$ cat config.mk
export PLATFORM = sky130hd
export DESIGN_NAME = aibcr3_dcc_dll_cal_seq
export DESIGN_NICKNAME = d
export VERILOG_FILES = /design/src/rtl/aibcr3_dcc_dll_pkg.sv /design/src/rtl/aibcr3_cal_tmo_cnt.sv /design/src/rtl/aibcr3_dcc_dll_cal_seq.sv
export SDC_FILE = /design/constraint.sdc
export NUM_CORES = 1
export LEC_CHECK = 0
export BUFFER_PORTS_ARGS = -buffer_cell sky130_fd_sc_hd__buf_2
export CORE_UTILIZATION = 30
export DETAILED_ROUTE_END_ITERATION = 10
export GPL_TIMING_DRIVEN = 0
export PLACE_DENSITY = 0.55
export SETUP_SLACK_MARGIN = 0.02
export SLEW_MARGIN = 25
export SYNTH_ARGS = -nofsm -noshare
export SYNTH_HDL_FRONTEND = slang
export SYNTH_HIERARCHICAL = 1
export SYNTH_SLANG_ARGS = --single-unit
$ cat constraint.sdc
create_clock -name clk_pll -period 2.46 [get_ports clk_pll]
set_input_delay 0.123 -clock clk_pll [delete_from_list [all_inputs] [get_ports clk_pll]]
set_output_delay 0.123 -clock clk_pll [all_outputs]
set_load 0.05 [all_outputs]
$ cat src/rtl/aibcr3_dcc_dll_pkg.sv
// Shared types and defaults for the DCC/DLL calibration sequencer.
package aibcr3_dcc_dll_pkg;

   // Sequencer states, in the order a nominal calibration walks through them.
   typedef enum logic [2:0] {
      IDLE      = 3'd0,
      RESET     = 3'd1,
      WAIT_DCC  = 3'd2,
      WAIT_LOCK = 3'd3,
      LOCKED    = 3'd4,
      FAIL      = 3'd5,
      ERR       = 3'd6
   } cal_state_t;

   // Default number of cycles reinit is held per attempt.
   localparam int SETTLE_CYC_DEF = 16;
   // Default timeout counter width.
   localparam int TMO_W_DEF      = 16;
   // Default number of retries after the first failed attempt.
   localparam int RETRY_MAX_DEF  = 3;

   // True for every state that belongs to an attempt in progress.
   function automatic logic is_busy(input cal_state_t s);
      return (s == RESET) || (s == WAIT_DCC) || (s == WAIT_LOCK) || (s == FAIL);
   endfunction

endpackage

$ cat src/rtl/aibcr3_cal_tmo_cnt.sv
// Saturating up-counter with synchronous clear and a compare-equal flag.
// Used for both the reinit settle window and the per-phase timeout.
module aibcr3_cal_tmo_cnt #(
   parameter int W = 16
) (
   input  logic         clk,
   input  logic         nrst,
   input  logic         clr,
   input  logic         en,
   input  logic [W-1:0] cmp_val,
   output logic         hit
);

   logic [W-1:0] cnt_reg;

   // Clear has priority over counting; the count parks at all-ones instead of wrapping.
   always_ff @(posedge clk) begin
      if (!nrst) begin
         cnt_reg <= '0;
      end else if (clr) begin
         cnt_reg <= '0;
      end else if (en && (cnt_reg != '1)) begin
         cnt_reg <= cnt_reg + W'(1);
      end
   end

   assign hit = (cnt_reg == cmp_val);

endmodule

$ cat src/rtl/aibcr3_dcc_dll_cal_seq.sv
// Calibration sequencer for the AIB DCC/DLL pair: pulses reinit, waits for
// dcc_done then odll_lock with a bounded timeout, retries a limited number of
// times and reports a single calibrated/error status. All outputs are
// registered decodes of the current state, so they trail the state by a cycle.
module aibcr3_dcc_dll_cal_seq
   import aibcr3_dcc_dll_pkg::*;
#(
   parameter int SETTLE_CYC = SETTLE_CYC_DEF,
   parameter int TMO_W      = TMO_W_DEF,
   parameter int RETRY_MAX  = RETRY_MAX_DEF
) (
   input  logic             clk_pll,
   input  logic             nrst,
   input  logic             cal_start,
   input  logic             cfg_dcc_byp,
   input  logic             cfg_cont_cal,
   input  logic [TMO_W-1:0] cfg_tmo,
   input  logic             dcc_done,
   input  logic             odll_lock,
   output logic             reinit,
   output logic             rb_dcc_byp,
   output logic             rb_cont_cal,
   output logic             cal_busy,
   output logic             cal_done,
   output logic             cal_err,
   output logic [1:0]       retry_cnt
);

   // Settle counter only has to reach SETTLE_CYC-1.
   localparam int SETTLE_W = (SETTLE_CYC > 2) ? $clog2(SETTLE_CYC) : 1;
   localparam logic [SETTLE_W-1:0] SETTLE_LAST = SETTLE_W'(SETTLE_CYC - 1);

   // Failure counter must be able to hold RETRY_MAX+1 (the failure that gives up).
   localparam int FAIL_W = ($clog2(RETRY_MAX + 2) < 2) ? 2 : $clog2(RETRY_MAX + 2);
   localparam logic [FAIL_W-1:0] RETRY_LIM = FAIL_W'(RETRY_MAX);
   localparam logic [FAIL_W-1:0] RETRY_SAT = FAIL_W'(3);

   cal_state_t        state_reg;
   cal_state_t        state_next;
   logic              state_entry;
   logic              restart;
   logic              settle_done;
   logic              tmo_hit;
   logic              tmo_fire;
   logic              settle_en;
   logic              tmo_en;
   logic [FAIL_W-1:0] fail_cnt_reg;
   logic [FAIL_W-1:0] fail_cnt_next;

   logic              reinit_reg;
   logic              rb_dcc_byp_reg;
   logic              rb_cont_cal_reg;
   logic              cal_busy_reg;
   logic              cal_done_reg;
   logic              cal_err_reg;
   logic [1:0]        retry_cnt_reg;

   // Both counters restart from zero whenever the state changes.
   assign state_entry = (state_next != state_reg);
   assign settle_en   = (state_reg == RESET);
   assign tmo_en      = (state_reg == WAIT_DCC) || (state_reg == WAIT_LOCK);
   // A zero timeout value disables the timeout altogether.
   assign tmo_fire    = tmo_hit && (cfg_tmo != '0);

   aibcr3_cal_tmo_cnt #(
      .W (SETTLE_W)
   ) u_settle_cnt (
      .clk     (clk_pll),
      .nrst    (nrst),
      .clr     (state_entry),
      .en      (settle_en),
      .cmp_val (SETTLE_LAST),
      .hit     (settle_done)
   );

   aibcr3_cal_tmo_cnt #(
      .W (TMO_W)
   ) u_tmo_cnt (
      .clk     (clk_pll),
      .nrst    (nrst),
      .clr     (state_entry),
      .en      (tmo_en),
      .cmp_val (cfg_tmo),
      .hit     (tmo_hit)
   );

   // Next-state and failure-count logic; completion beats timeout, cal_start beats lock loss.
   always_comb begin
      state_next    = state_reg;
      restart       = 1'b0;
      fail_cnt_next = fail_cnt_reg;
      case (state_reg)
         IDLE: begin
            if (cal_start) begin
               state_next = RESET;
               restart    = 1'b1;
            end
         end
         RESET: begin
            if (settle_done) begin
               state_next = rb_dcc_byp_reg ? WAIT_LOCK : WAIT_DCC;
            end
         end
         WAIT_DCC: begin
            if (dcc_done) begin
               state_next = WAIT_LOCK;
            end else if (tmo_fire) begin
               state_next = FAIL;
            end
         end
         WAIT_LOCK: begin
            if (odll_lock) begin
               state_next = LOCKED;
            end else if (tmo_fire) begin
               state_next = FAIL;
            end
         end
         LOCKED: begin
            if (cal_start) begin
               state_next = RESET;
               restart    = 1'b1;
            end else if (!odll_lock) begin
               state_next = FAIL;
            end
         end
         FAIL: begin
            fail_cnt_next = fail_cnt_reg + FAIL_W'(1);
            state_next    = (fail_cnt_next <= RETRY_LIM) ? RESET : ERR;
         end
         ERR: begin
            if (cal_start) begin
               state_next = RESET;
               restart    = 1'b1;
            end
         end
         default: begin
            state_next = IDLE;
         end
      endcase
      if (restart) begin
         fail_cnt_next = '0;
      end
   end

   // State and failure-count registers.
   always_ff @(posedge clk_pll) begin
      if (!nrst) begin
         state_reg    <= IDLE;
         fail_cnt_reg <= '0;
      end else begin
         state_reg    <= state_next;
         fail_cnt_reg <= fail_cnt_next;
      end
   end

   // Bypass choice is latched once per attempt, at the edge that enters RESET.
   always_ff @(posedge clk_pll) begin
      if (!nrst) begin
         rb_dcc_byp_reg <= 1'b0;
      end else if ((state_next == RESET) && (state_reg != RESET)) begin
         rb_dcc_byp_reg <= cfg_dcc_byp;
      end
   end

   // Registered status outputs decoded from the current state.
   always_ff @(posedge clk_pll) begin
      if (!nrst) begin
         reinit_reg      <= 1'b0;
         rb_cont_cal_reg <= 1'b0;
         cal_busy_reg    <= 1'b0;
         cal_done_reg    <= 1'b0;
         cal_err_reg     <= 1'b0;
         retry_cnt_reg   <= 2'd0;
      end else begin
         reinit_reg      <= (state_reg == RESET);
         rb_cont_cal_reg <= (state_reg == LOCKED) && cfg_cont_cal;
         cal_busy_reg    <= is_busy(state_reg);
         cal_done_reg    <= (state_reg == LOCKED);
         cal_err_reg     <= (state_reg == ERR);
         retry_cnt_reg   <= (fail_cnt_next > RETRY_SAT) ? 2'd3 : fail_cnt_next[1:0];
      end
   end

   assign reinit      = reinit_reg;
   assign rb_dcc_byp  = rb_dcc_byp_reg;
   assign rb_cont_cal = rb_cont_cal_reg;
   assign cal_busy    = cal_busy_reg;
   assign cal_done    = cal_done_reg;
   assign cal_err     = cal_err_reg;
   assign retry_cnt   = retry_cnt_reg;

endmodule

==> results.sh <==
export IMPL_fill_cells=623
export IMPL_numCtsBuffers=5
export IMPL_syn_area_per_cell_um2=8.210
export IMPL_root_buffer="clkbuf_8"
export IMPL_cp_max_fo=6
export IMPL_routed_via_density=5.224
export IMPL_synth_cells=242
export IMPL_status="finished, final reports clean"
export IMPL_async_flop_share_pct=0
export IMPL_synth_compound_area_share_pct=17.07
export IMPL_drv_slew=0
export IMPL_ys_warnings_count=6
export IMPL_drt_iter0_markers=75
export IMPL_max_slew_margin_pct=50.19
export IMPL_wl_per_cell_um=13.46
export IMPL_num_rows=29
export IMPL_synth_xor_area_share_pct=10.14
export IMPL_clock_path_buffers=2
export IMPL_end_kind="flop"
export IMPL_synth_area_um2=1987
export IMPL_fmax_mhz=416.6
export IMPL_grt_max_degree=13
export IMPL_hold_violations=0
export IMPL_finClkSkew_ps=6.101
export IMPL_overflow=0
export IMPL_power_mw=1.153
export IMPL_ctsHoldBuffers=0
export IMPL_die_h_um=83.38
export IMPL_timing_hold_ws_ps=42.25
export IMPL_power_frac_clock_pct=36.9
export IMPL_synth_commonest_cells="dfxtp_1, nand2_1, nor2_1, xnor2_1, a21oi_1"
export IMPL_ioPinCount=31
export IMPL_layout_min_cycle_time_ps=2400
export IMPL_start_util_pct=31.11
export IMPL_area_growth_pct=36.15
export IMPL_synth_top_family_by_area="simple AND/OR/NAND/NOR gates"
export IMPL_yosys_area_top_type="dfxtp_1"
export IMPL_numPortBuffers=30
export IMPL_worstPathArrival_ps=2570
export IMPL_grt_pass1_wl_mm=8.431
export IMPL_postRouteAntennaNets=0
export IMPL_ys_seq_area_share_pct=34.26
export IMPL_grt_usage_pct=14.92
export IMPL_switchingPower_mw=0.3008
export IMPL_p_per_area_nw_per_um2=426.3
export IMPL_vias=1933
export IMPL_synth_top_cell_area_share_pct=34.26
export IMPL_grt_setup_unrepaired="yes"
export IMPL_n_antenna_cell=0
export IMPL_die_area_um2=6952
export IMPL_die_x_um=83.38
export IMPL_antenna_found_initial=0
export IMPL_holdCritPathClass="in -> reg"
export IMPL_clock_sinks=34
export IMPL_yosysUniqueCellTypes=53
export IMPL_worstPathRequired_ps=2630
export IMPL_gp_congestion=0.7906
export IMPL_cts_tree="done"
export IMPL_min_period_over_period_pct=97.57
export IMPL_tightest_slew_ps=740.9
export IMPL_layoutNonFillerInstCount=370
export IMPL_finalNetCount=319
export IMPL_maxCapViolCount=0
export IMPL_drive_above_1_share_pct=38.23
export IMPL_ir_drop_mv=0.2472
export IMPL_synthSimpleGateAreaFrac_pct=30.60
export IMPL_synthFlopType="dfxtp_1"
export IMPL_ys_top_cells_by_area="dfxtp_1, xnor2_1, a21oi_1"
export IMPL_largest_register_ffs=16
export IMPL_dr_pass1_iters=5
export IMPL_crit_type="reg -> reg"
export IMPL_htree_levels=2
export IMPL_combPwrFrac_pct=15.3
export IMPL_synth_most_common_cell="dfxtp_1"
export IMPL_synth_edff_count=0
export IMPL_setup_violations=0
export IMPL_synthAdderAreaFrac_pct=2.519
export IMPL_synth_seq_cells=34
export IMPL_drcViolationCount=0
export IMPL_swShare_pct=26.08
export IMPL_clk_pin_slew_ps=70
export IMPL_drt_wl_total_mm=4.980
export IMPL_dp_hpwl_mm=3.486
export IMPL_seq_power_share_pct=47.8
export IMPL_grt_pass1_vias=1824
export IMPL_dp_cells=352
export IMPL_start_kind="flop"
export IMPL_core_area_um2=6386
export IMPL_muxShareOfSynthArea_pct=1.008
export IMPL_intPower_mw=0.8524
export IMPL_worstSkewPairLatency_ps=280
export IMPL_p_leak_nw=1.016
[cell type report]
cell class	instances	area, um^2	share of cell area [%]
buffer	9	71.32	2.636
clock buffer	7	86.33	3.191
clock inverter	1	5.005	0.1850
inverter	8	30.03	1.110
multi-input combinational	192	1424	52.64
sequential	34	723.2	26.73
tap	77	96.34	3.562
timing repair buffer	42	269.0	9.945
[placed cells by master (no fill, tap or decap), types with 3 or more instances in the layout]
| master | n |
|---|---|
| inv_2 | 3 |
| and3_1 | 4 |
| nor4_1 | 8 |
| a21oi_2 | 7 |
| buf_6 | 5 |
| xnor2_2 | 10 |
| dfxtp_1 | 18 |
| nand2_1 | 17 |
| a21oi_1 | 8 |
| o21ai_0 | 11 |
| nor3_1 | 4 |
| nor2_1 | 16 |
| conb_1 | 4 |
| clkbuf_8 | 6 |
| buf_2 | 33 |
| xor2_1 | 5 |
| xnor2_1 | 7 |
| nand2b_1 | 4 |
| a31oi_1 | 5 |
| dfxtp_2 | 7 |
| buf_4 | 10 |
| or3_1 | 4 |
| dfxtp_4 | 9 |
| and4_1 | 3 |
| nand4_1 | 10 |
| o31ai_1 | 3 |
| inv_1 | 5 |
| ha_1 | 4 |
| nand3_1 | 4 |
| or4_1 | 4 |
| and2_1 | 4 |
[per-stage QoR]
stage	setup slack [ps]	cell area [um^2]	utilization (%)	setup TNS, ps
4_1_cts	23.73	2484	38.89	0
3_3_place_gp	-601.9	2245	35.15	-6569
3_5_place_dp	-602.2	2245	35.15	-7071
6_report	59.79	2705	42.36	0
5_1_grt	-80.56	2705	42.36	-800.6
2_1_floorplan	85.98	1998	-	0
[worst paths after layout]
check,start,endpoint,slack (ps),cells past startpoint
worst max register to register,u_tmo_cnt/cnt_reg[7],u_tmo_cnt/cnt_reg[7],60,13
worst min-delay path,cfg_cont_cal,rb_cont_cal,40,2
worst min register to register,rb_dcc_byp,rb_dcc_byp,470,2
worst max-delay path,u_tmo_cnt/cnt_reg[7],u_tmo_cnt/cnt_reg[7],60,13
[what timing repair did]
action / in CTS / in global routing
endpoints found under the setup margin: 20 / 21
gates resized for setup: 23 / 54
hold endpoints to repair: 0 / 0
pin swaps: 6 / 15
setup buffers: 8 / 4
cloned: 0 / 1
[critical path, cell delays in order, from the launching register on]
cell and delay (ps):
dfxtp_2 320, buf_6 120, xnor2_2 110, nand4_1 120
nor4_2 290, inv_1 110, a41oi_4 230, nand2b_1 120
a31oi_1 220, o21ai_1 120, nand2_2 120, nand2b_4 200
nor2_2 50, a41o_1 170
[power by group through the flow]
stage	logic, mW	registers [mW]	clock network, mW
after global routing	0.192	0.552	0.474
after detailed placement	0.133	0.573	0
after floorplan	0.0729	0.586	0
after CTS	0.150	0.561	0.450
after global placement	0.132	0.573	0
final	0.177	0.551	0.425
[logic make-up after synthesis]
kind of cell,Yosys count
AOI/OAI and AO/OA,53
xor gates and xnor gates,23
adders and majority gates,4
buffers and inverters,19
DFF,34
muxes,2
other,1
and+or+nand+nor,106
[routing by layer]
layer  global-route usage, %  vias to the layer above  share of wire, %  wire length (um)
met5                       0                        -                 0                 0
met4                   5.172                        0               1.3                63
met3                   3.380                        8               3.7               185
met2                   24.74                       39                47              2319
met1                   18.98                      901                48              2412
li1                        -                      985                 -                 -
No activity file was read; power rests on OpenSTA's default activity.
